`src/rtl/accumulator_register.sv`:
```
// Batch accumulator: sums Num_Operands handshaked operands into a widened register.
// Optional ACC_SATURATION_EN: clamp to all-ones on overflow instead of wrapping.
module accumulator_register #(
    parameter int Word_Length  = 16,
    parameter int Guard_Bits   = 4,
    parameter int Num_Operands = 8,
    localparam int Acc_Length   = Word_Length + Guard_Bits,
    localparam int Count_Length = $clog2(Num_Operands + 1)
) (
    input  logic                    clk,
    input  logic                    reset,
    input  logic                    start,
    input  logic                    clear,
    input  logic                    skip_equal,
    input  logic                    in_valid,
    output logic                    in_ready,
    input  logic [Word_Length-1:0]  Data_Input,
    output logic                    out_valid,
    input  logic                    out_ready,
    output logic [Acc_Length-1:0]   Data_Output,
    output logic [Count_Length-1:0] op_count,
    output logic                    overflow,
    output logic                    busy
);

    typedef enum logic [1:0] {IDLE, ACCUM, DONE} state_t;

    state_t                  state;
    state_t                  state_next;
    logic [Acc_Length-1:0]   acc;
    logic [Acc_Length:0]     sum_ext;
    logic                    accept;
    logic                    skip_op;
    logic                    last_op;

    assign accept  = in_valid && (state == ACCUM);
    assign skip_op = skip_equal && (Acc_Length'(Data_Input) == acc);
    assign last_op = (op_count == Count_Length'(Num_Operands - 1));
    // One extra bit captures the carry out of the accumulator width.
    assign sum_ext = {1'b0, acc} + (Acc_Length + 1)'(Data_Input);

    assign in_ready    = (state == ACCUM);
    assign out_valid   = (state == DONE);
    assign busy        = (state != IDLE);
    assign Data_Output = acc;

    always_comb begin
        state_next = state;
        case (state)
            IDLE:    if (start) state_next = ACCUM;
            ACCUM:   if (accept && last_op) state_next = DONE;
            DONE:    if (out_ready) state_next = IDLE;
            default: state_next = IDLE;
        endcase
        if (clear) state_next = IDLE;
    end

    always_ff @(posedge clk) begin
        if (!reset) begin
            state <= IDLE;
        end else begin
            state <= state_next;
        end
    end

    // Datapath: clear and a fresh start both zero the batch; clear also drops a concurrent accept.
    always_ff @(posedge clk) begin
        if (!reset || clear || (state == IDLE && start)) begin
            acc      <= '0;
            op_count <= '0;
            overflow <= 1'b0;
        end else if (accept) begin
            op_count <= op_count + Count_Length'(1);
            if (!skip_op) begin
`ifdef ACC_SATURATION_EN
                if (sum_ext[Acc_Length] || overflow) begin
                    acc <= '1;
                end else begin
                    acc <= sum_ext[Acc_Length-1:0];
                end
`else
                acc <= sum_ext[Acc_Length-1:0];
`endif
                if (sum_ext[Acc_Length]) begin
                    overflow <= 1'b1;
                end
            end
        end
    end

endmodule

```
`config.mk`:
```
export PLATFORM = sky130hd
export DESIGN_NAME = accumulator_register
export DESIGN_NICKNAME = d
export VERILOG_FILES = /design/src/rtl/accumulator_register.sv
export SDC_FILE = /design/constraint.sdc
export NUM_CORES = 1
export LEC_CHECK = 0
export CORE_AREA = 2 2 75 77
export DETAILED_ROUTE_END_ITERATION = 8
export DIE_AREA = 0 0 77 79
export SYNTH_ARGS = -nofsm -noshare
export SYNTH_HDL_FRONTEND = slang
export SYNTH_SLANG_ARGS = --single-unit
```
`constraint.sdc`:
```
create_clock -name clk -period 2.8 [get_ports clk]
set_input_delay 0.28 -clock clk [delete_from_list [all_inputs] [get_ports clk]]
set_output_delay 0.28 -clock clk [all_outputs]
set_load 0.01 [all_outputs]
```
Word-level counts from Yosys, hierarchy flattened
Index checks and enable logic that the tools add are counted.
W data, S select, Z words.
{"block": "classes", "mux": 4, "reduce_logical": 13, "n_addsub": 2, "eq_ne": 7, "n_bitwise": 2}
{"op": "$add A20 B16 Y21", "count": 1}
{"op": "$eq A16 B20 Y1", "count": 1}
{"op": "$mux W2", "count": 3}
{"op": "$pmux W2 S3", "count": 1}
{"op": "$reduce_and A3 Y1", "count": 2}
{"op": "$add A4 B1 Y4 const B", "count": 1}
{"op": "$eq A4 B3 Y1 const B", "count": 1}
{"op": "$logic_and A1 B1 Y1", "count": 4}
{"op": "$ne A2 B1 Y1 const B", "count": 2}
{"op": "$eq A2 B1 Y1 const B", "count": 1}
{"op": "$eq A2 B2 Y1 const B", "count": 1}
{"op": "$logic_not A2 Y1", "count": 1}
{"op": "$logic_or A1 B1 Y1", "count": 2}
{"op": "$ne A2 B2 Y1 const B", "count": 1}
{"op": "$not A1 Y1", "count": 2}
{"op": "$reduce_and A2 Y1", "count": 1}
{"op": "$reduce_bool A2 Y1", "count": 1}
{"op": "$reduce_or A2 Y1", "count": 1}
{"op": "$logic_not A1 Y1", "count": 1}
{"block": "totals", "regBits": 27, "word_cells": 32, "inputBits": 23, "out_inout_bits": 28}

Longest topological paths before layout
{"block": "logic_depth", "ltp_word": 5, "ltp_mapped": 9, "ltp_nobuf": 8}

Worst setup path before layout
Ideal clock, no wire load.
{"block": "synth_timing", "kind": "register to register", "start": "register acc[0] (netlist: Data_Output[0])", "end": "register overflow", "t_required_ns": 2.672, "synth_period_minus_slack_ns": 2.185, "setup_time_ns": 0.128, "setup_slack_ns": 0.615, "t_arrival_ns": 2.057, "n_path_buf": 0, "stages_incl_launch_ff": 9, "cell_sequence": "dfxtp_1 > ha_1 > fa_1 > a211oi_1 > o21a_1 > a211oi_1 > o31a_1 > a41oi_1 > nor2_1"}
{"block": "synth_between", "elab_chain_len": 4, "elab_cells_between_ends": 5, "classes_between": "1 x add/sub; 1 x eq/ne; 1 x bitwise; 2 x reduce/logical"}
{"item": "start, declared", "line": "30", "source": "logic [Acc_Length-1:0] acc;"}
{"item": "start signal, assigned", "line": "82", "source": "acc <= sum_ext[Acc_Length-1:0];"}
{"item": "branches (longest 3 deep; another with $add A20 B16 Y21)"}
{"item": "$reduce_and A3 Y1 (no line) (*)"}
{"item": "end signal, assigned", "line": "71", "source": "overflow <= 1'b0;"}
{"item": "end signal, assigned", "line": "85", "source": "overflow <= 1'b1;"}
{"item": "end, declared", "line": "22", "source": "output logic overflow,"}
Every way passes the cells marked *.
A chain may end at the register's enable or synchronous reset.

Worst setup path after layout
{"block": "layout_timing", "start": "input Data_Input[0]", "end": "register overflow"}
{"block": "layout_between", "elab_chain_len": 4, "elab_cells_between_ends": 5, "classes_between": "1 x add/sub; 1 x eq/ne; 1 x bitwise; 2 x reduce/logical"}
{"item": "start, declared", "line": "17", "source": "input logic [Word_Length-1:0] Data_Input,"}
{"item": "branches (longest 3 deep; another with $add A20 B16 Y21)"}
{"item": "$reduce_and A3 Y1 (no line) (*)"}
Marks and branches as above.

==> impl_metrics.py <==
metrics = {
    "placed_design": {
        "io_buffer_count": 50,
        "place_area_um2": 2500,
        "place.gp.congestion": 0.853,
        "hpwlAfterDp_mm": 3.73,
    },
    "grt": {
        "grt_pass1_vias": 1683,
        "antenna_found_initial": 0,
        "grt_pass1_wl_mm": 7.98,
        "grtUsageTotal_pct": 16.2,
        "grt_start_max_net_pins": 22,
        "globalRoute.totalOverflow": 0,
    },
    "die": {
        "row_count": 27,
        "fp.dieArea_um2": 6080,
        "core_um2": 5340,
        "io_pins": 51,
        "start_util_pct": 36.8,
        "fp.dieH_um": 79,
        "die_w_um": 77,
    },
    "timing": {
        "fmax_ghz": 0.419,
        "fin_crit_ps": 2380,
        "final.period_utilization_pct": 85.1,
        "final_max_slew_viol_count": 0,
        "finalClockSkew_ps": 4.21,
        "worst_slew_pin_slew_ps": 613,
        "slew_headroom_pct": 58.7,
        "whs_ps": 488,
        "setup_viol": 0,
        "hold_viol_final": 0,
        "setup_tns_ps": 0,
        "rsz0062_at_grt": "false",
    },
    "cts": {
        "clk_pin_slew_ps": 110,
        "cts_resized": 0,
        "cts.path.max_buffers": 2,
        "clock_latency_ps": 290,
        "hold_buffers": 0,
        "cts_tree": "built",
        "cts_buffers": 3,
        "cts_root_buf": "clkbuf_8",
        "htree_levels": 1,
        "post_cts_buffers": 0,
        "cts.sinks": 27,
    },
    "setup_path": {
        "worstPathArrival_ps": 2560,
        "cp_slowest_cell": "fa_1",
        "endpoint_kind": "flip-flop",
        "critical_path_required_ps": 2980,
        "max_stage_delay_ps": 430,
        "path_cells": "clkdlybuf4s50_1 -> ha_1 -> fa_1 -> a211oi_1 -> o21a_1 -> a211oi_1 -> o31a_1 -> a41oi_1 -> nor2_1",
        "worstSetupPathType": "in2reg",
        "crit_buf_inv": 1,
        "crit_fanout": 4,
        "start_kind": "input pin",
        "cp_top_family": "compound AO/OA/AOI/OAI gates",
        "cpMostUsedCell": "a211oi_1",
    },
    "flow_run": {
        "max_cap_viol_count": 0,
    },
    "cells_and_area": {
        "ff_latch_area_um2": 541,
        "multi_input_area_um2": 1310,
        "layout_common_cells": "50 x clkdlybuf4s50_1, 29 x nor2_1, 27 x dfxtp_1",
        "fill_cells": 563,
        "finalNetCount": 323,
        "area_growth_syn_to_layout_pct": 29.9,
        "design_area_um2": 2550,
        "diodes": 0,
        "drive_gt1_share_pct": 6.76,
        "final_common_cell": "clkdlybuf4s50_1",
    },
    "synthesis": {
        "yosysSeqAreaShare_pct": 27.5,
        "syn_nets": 276,
        "syn-instance-count": 235,
        "synth_edf_count": 0,
        "syn-cell-area_um2": 1960,
        "async_flop_share_pct": 0,
        "yosysUniqueCellTypes": 52,
        "yosysWarnings": 0,
        "synth_flop_cell": "dfxtp_1",
        "syn_avg_cell_area_um2": 8.35,
        "synth_seq_cells": 27,
    },
    "detailed_routing": {
        "firstDrtPassIters": 4,
        "wl_per_cell_um": 13.7,
        "routed_wl_mm": 4.82,
        "ant_nets": 0,
        "drcViolationCount": 0,
        "via_per_inst": 5.20,
        "vias": 1834,
        "drt-initial-drc-count": 95,
    },
    "power": {
        "irDropWorstVdd_mv": 0.212,
        "power_leakage_nw": 0.992,
        "pwr_density_cell_nw_per_um2": 303,
    },
    "min_path": {
        "hold_class": "reg2reg",
    },
    "outcome": {
        "outcome": "complete, no violations",
    },
}
-- Yosys cell counts (2+ instances only) --
| cell type | number | area [um^2] |
|---|---|---|
| and3_1 | 4 | 25.0 |
| a31oi_1 | 2 | 12.5 |
| nor4_1 | 5 | 31.3 |
| and2_1 | 3 | 18.8 |
| xor2_1 | 7 | 61.3 |
| nor4b_1 | 2 | 17.5 |
| mux2i_1 | 7 | 70.1 |
| buf_2 | 5 | 25.0 |
| o211ai_2 | 2 | 25.0 |
| nand2_1 | 16 | 60.1 |
| o21ai_0 | 10 | 50.1 |
| a22o_1 | 6 | 52.6 |
| nand4_1 | 5 | 31.3 |
| o211ai_1 | 2 | 15.0 |
| nor3_1 | 2 | 10.0 |
| nor2b_1 | 2 | 12.5 |
| clkbuf_1 | 3 | 11.3 |
| o21a_1 | 2 | 15.0 |
| clkbuf_8 | 2 | 27.5 |
| inv_1 | 3 | 11.3 |
| nand3_1 | 6 | 30.0 |
| or4_1 | 2 | 15.0 |
| buf_6 | 2 | 22.5 |
| a21oi_1 | 23 | 115 |
| ha_1 | 17 | 213 |
| nor2_1 | 29 | 109 |
| nand2b_1 | 3 | 18.8 |
| xnor2_1 | 9 | 78.8 |
| a211oi_1 | 5 | 37.5 |
| dfxtp_1 | 27 | 541 |
-- area by class of cell --
class | instances | share of cell area (%)
Sequential cell | 27 | 21.2
Inverter | 3 | 0.442
Timing Repair Buffer | 56 | 21.4
Multi-Input combinational cell | 191 | 51.5
Clock inverter | 1 | 0.343
Tap cell | 72 | 3.53
Clock buffer | 3 | 1.62
-- stage by stage --
step | util (%) | instances | worst slack [ps] | total power [mW]
after floorplan | - | 235 | 615 | 0.478
after global placement | 46.8 | 349 | 159 | 0.531
after detailed placement | 46.8 | 349 | 117 | 0.531
after CTS | 47.8 | 353 | 425 | 0.784
after global routing | 47.8 | 353 | 238 | 0.812
final | 47.8 | 353 | 416 | 0.772
-- flip-flops by register name (all words and copies together) (netlist names) --
register     flops
op_count         4
Data_Output     20
state            2
overflow         1
-- worst reg2reg max path, cell delays in order, from the launching register on --
cell,delay [ps]
dfxtp_1,340
ha_1,240
fa_1,440
a211oi_1,240
o21a_1,220
a211oi_1,120
o31a_1,340
a41oi_1,220
nor2_1,50
-- path summary, 6_finish.rpt --
check	startpoint	to	slack, ps	cells after the start
max	Data_Input[0]	overflow	420	9
min	overflow	overflow	490	2
max reg2reg	Data_Output[0]	overflow	490	8
min reg2reg	overflow	overflow	490	2
-- per-layer routing --
layer / part of all wire [%] / GRT usage [%] / up-vias
met3: 5.3 / 2.95 / 6
li1: - / - / 944
met5: 0 / 0 / -
met1: 47 / 21.5 / 841
met2: 46 / 26.8 / 43
met4: 1.4 / 5.36 / 0
-- report_power, final --
| part | switching (mW) | internal [mW] |
|---|---|---|
| sequential | 0.00206 | 0.386 |
| combinational | 0.0649 | 0.0691 |
| clock | 0.144 | 0.105 |
-- kinds of logic after synthesis --
group           count (synthesis)  share of synthesized area [%]
compound gates                 63                           21.2
xor+xnor                       16                           7.14
fa+ha+maj                      18                           11.9
buf+inv                        17                           5.61
flops                          27                           27.5
mux                             7                           3.57
simple gates                   87                           23.1
No activity file was read; power rests on OpenSTA's default activity.
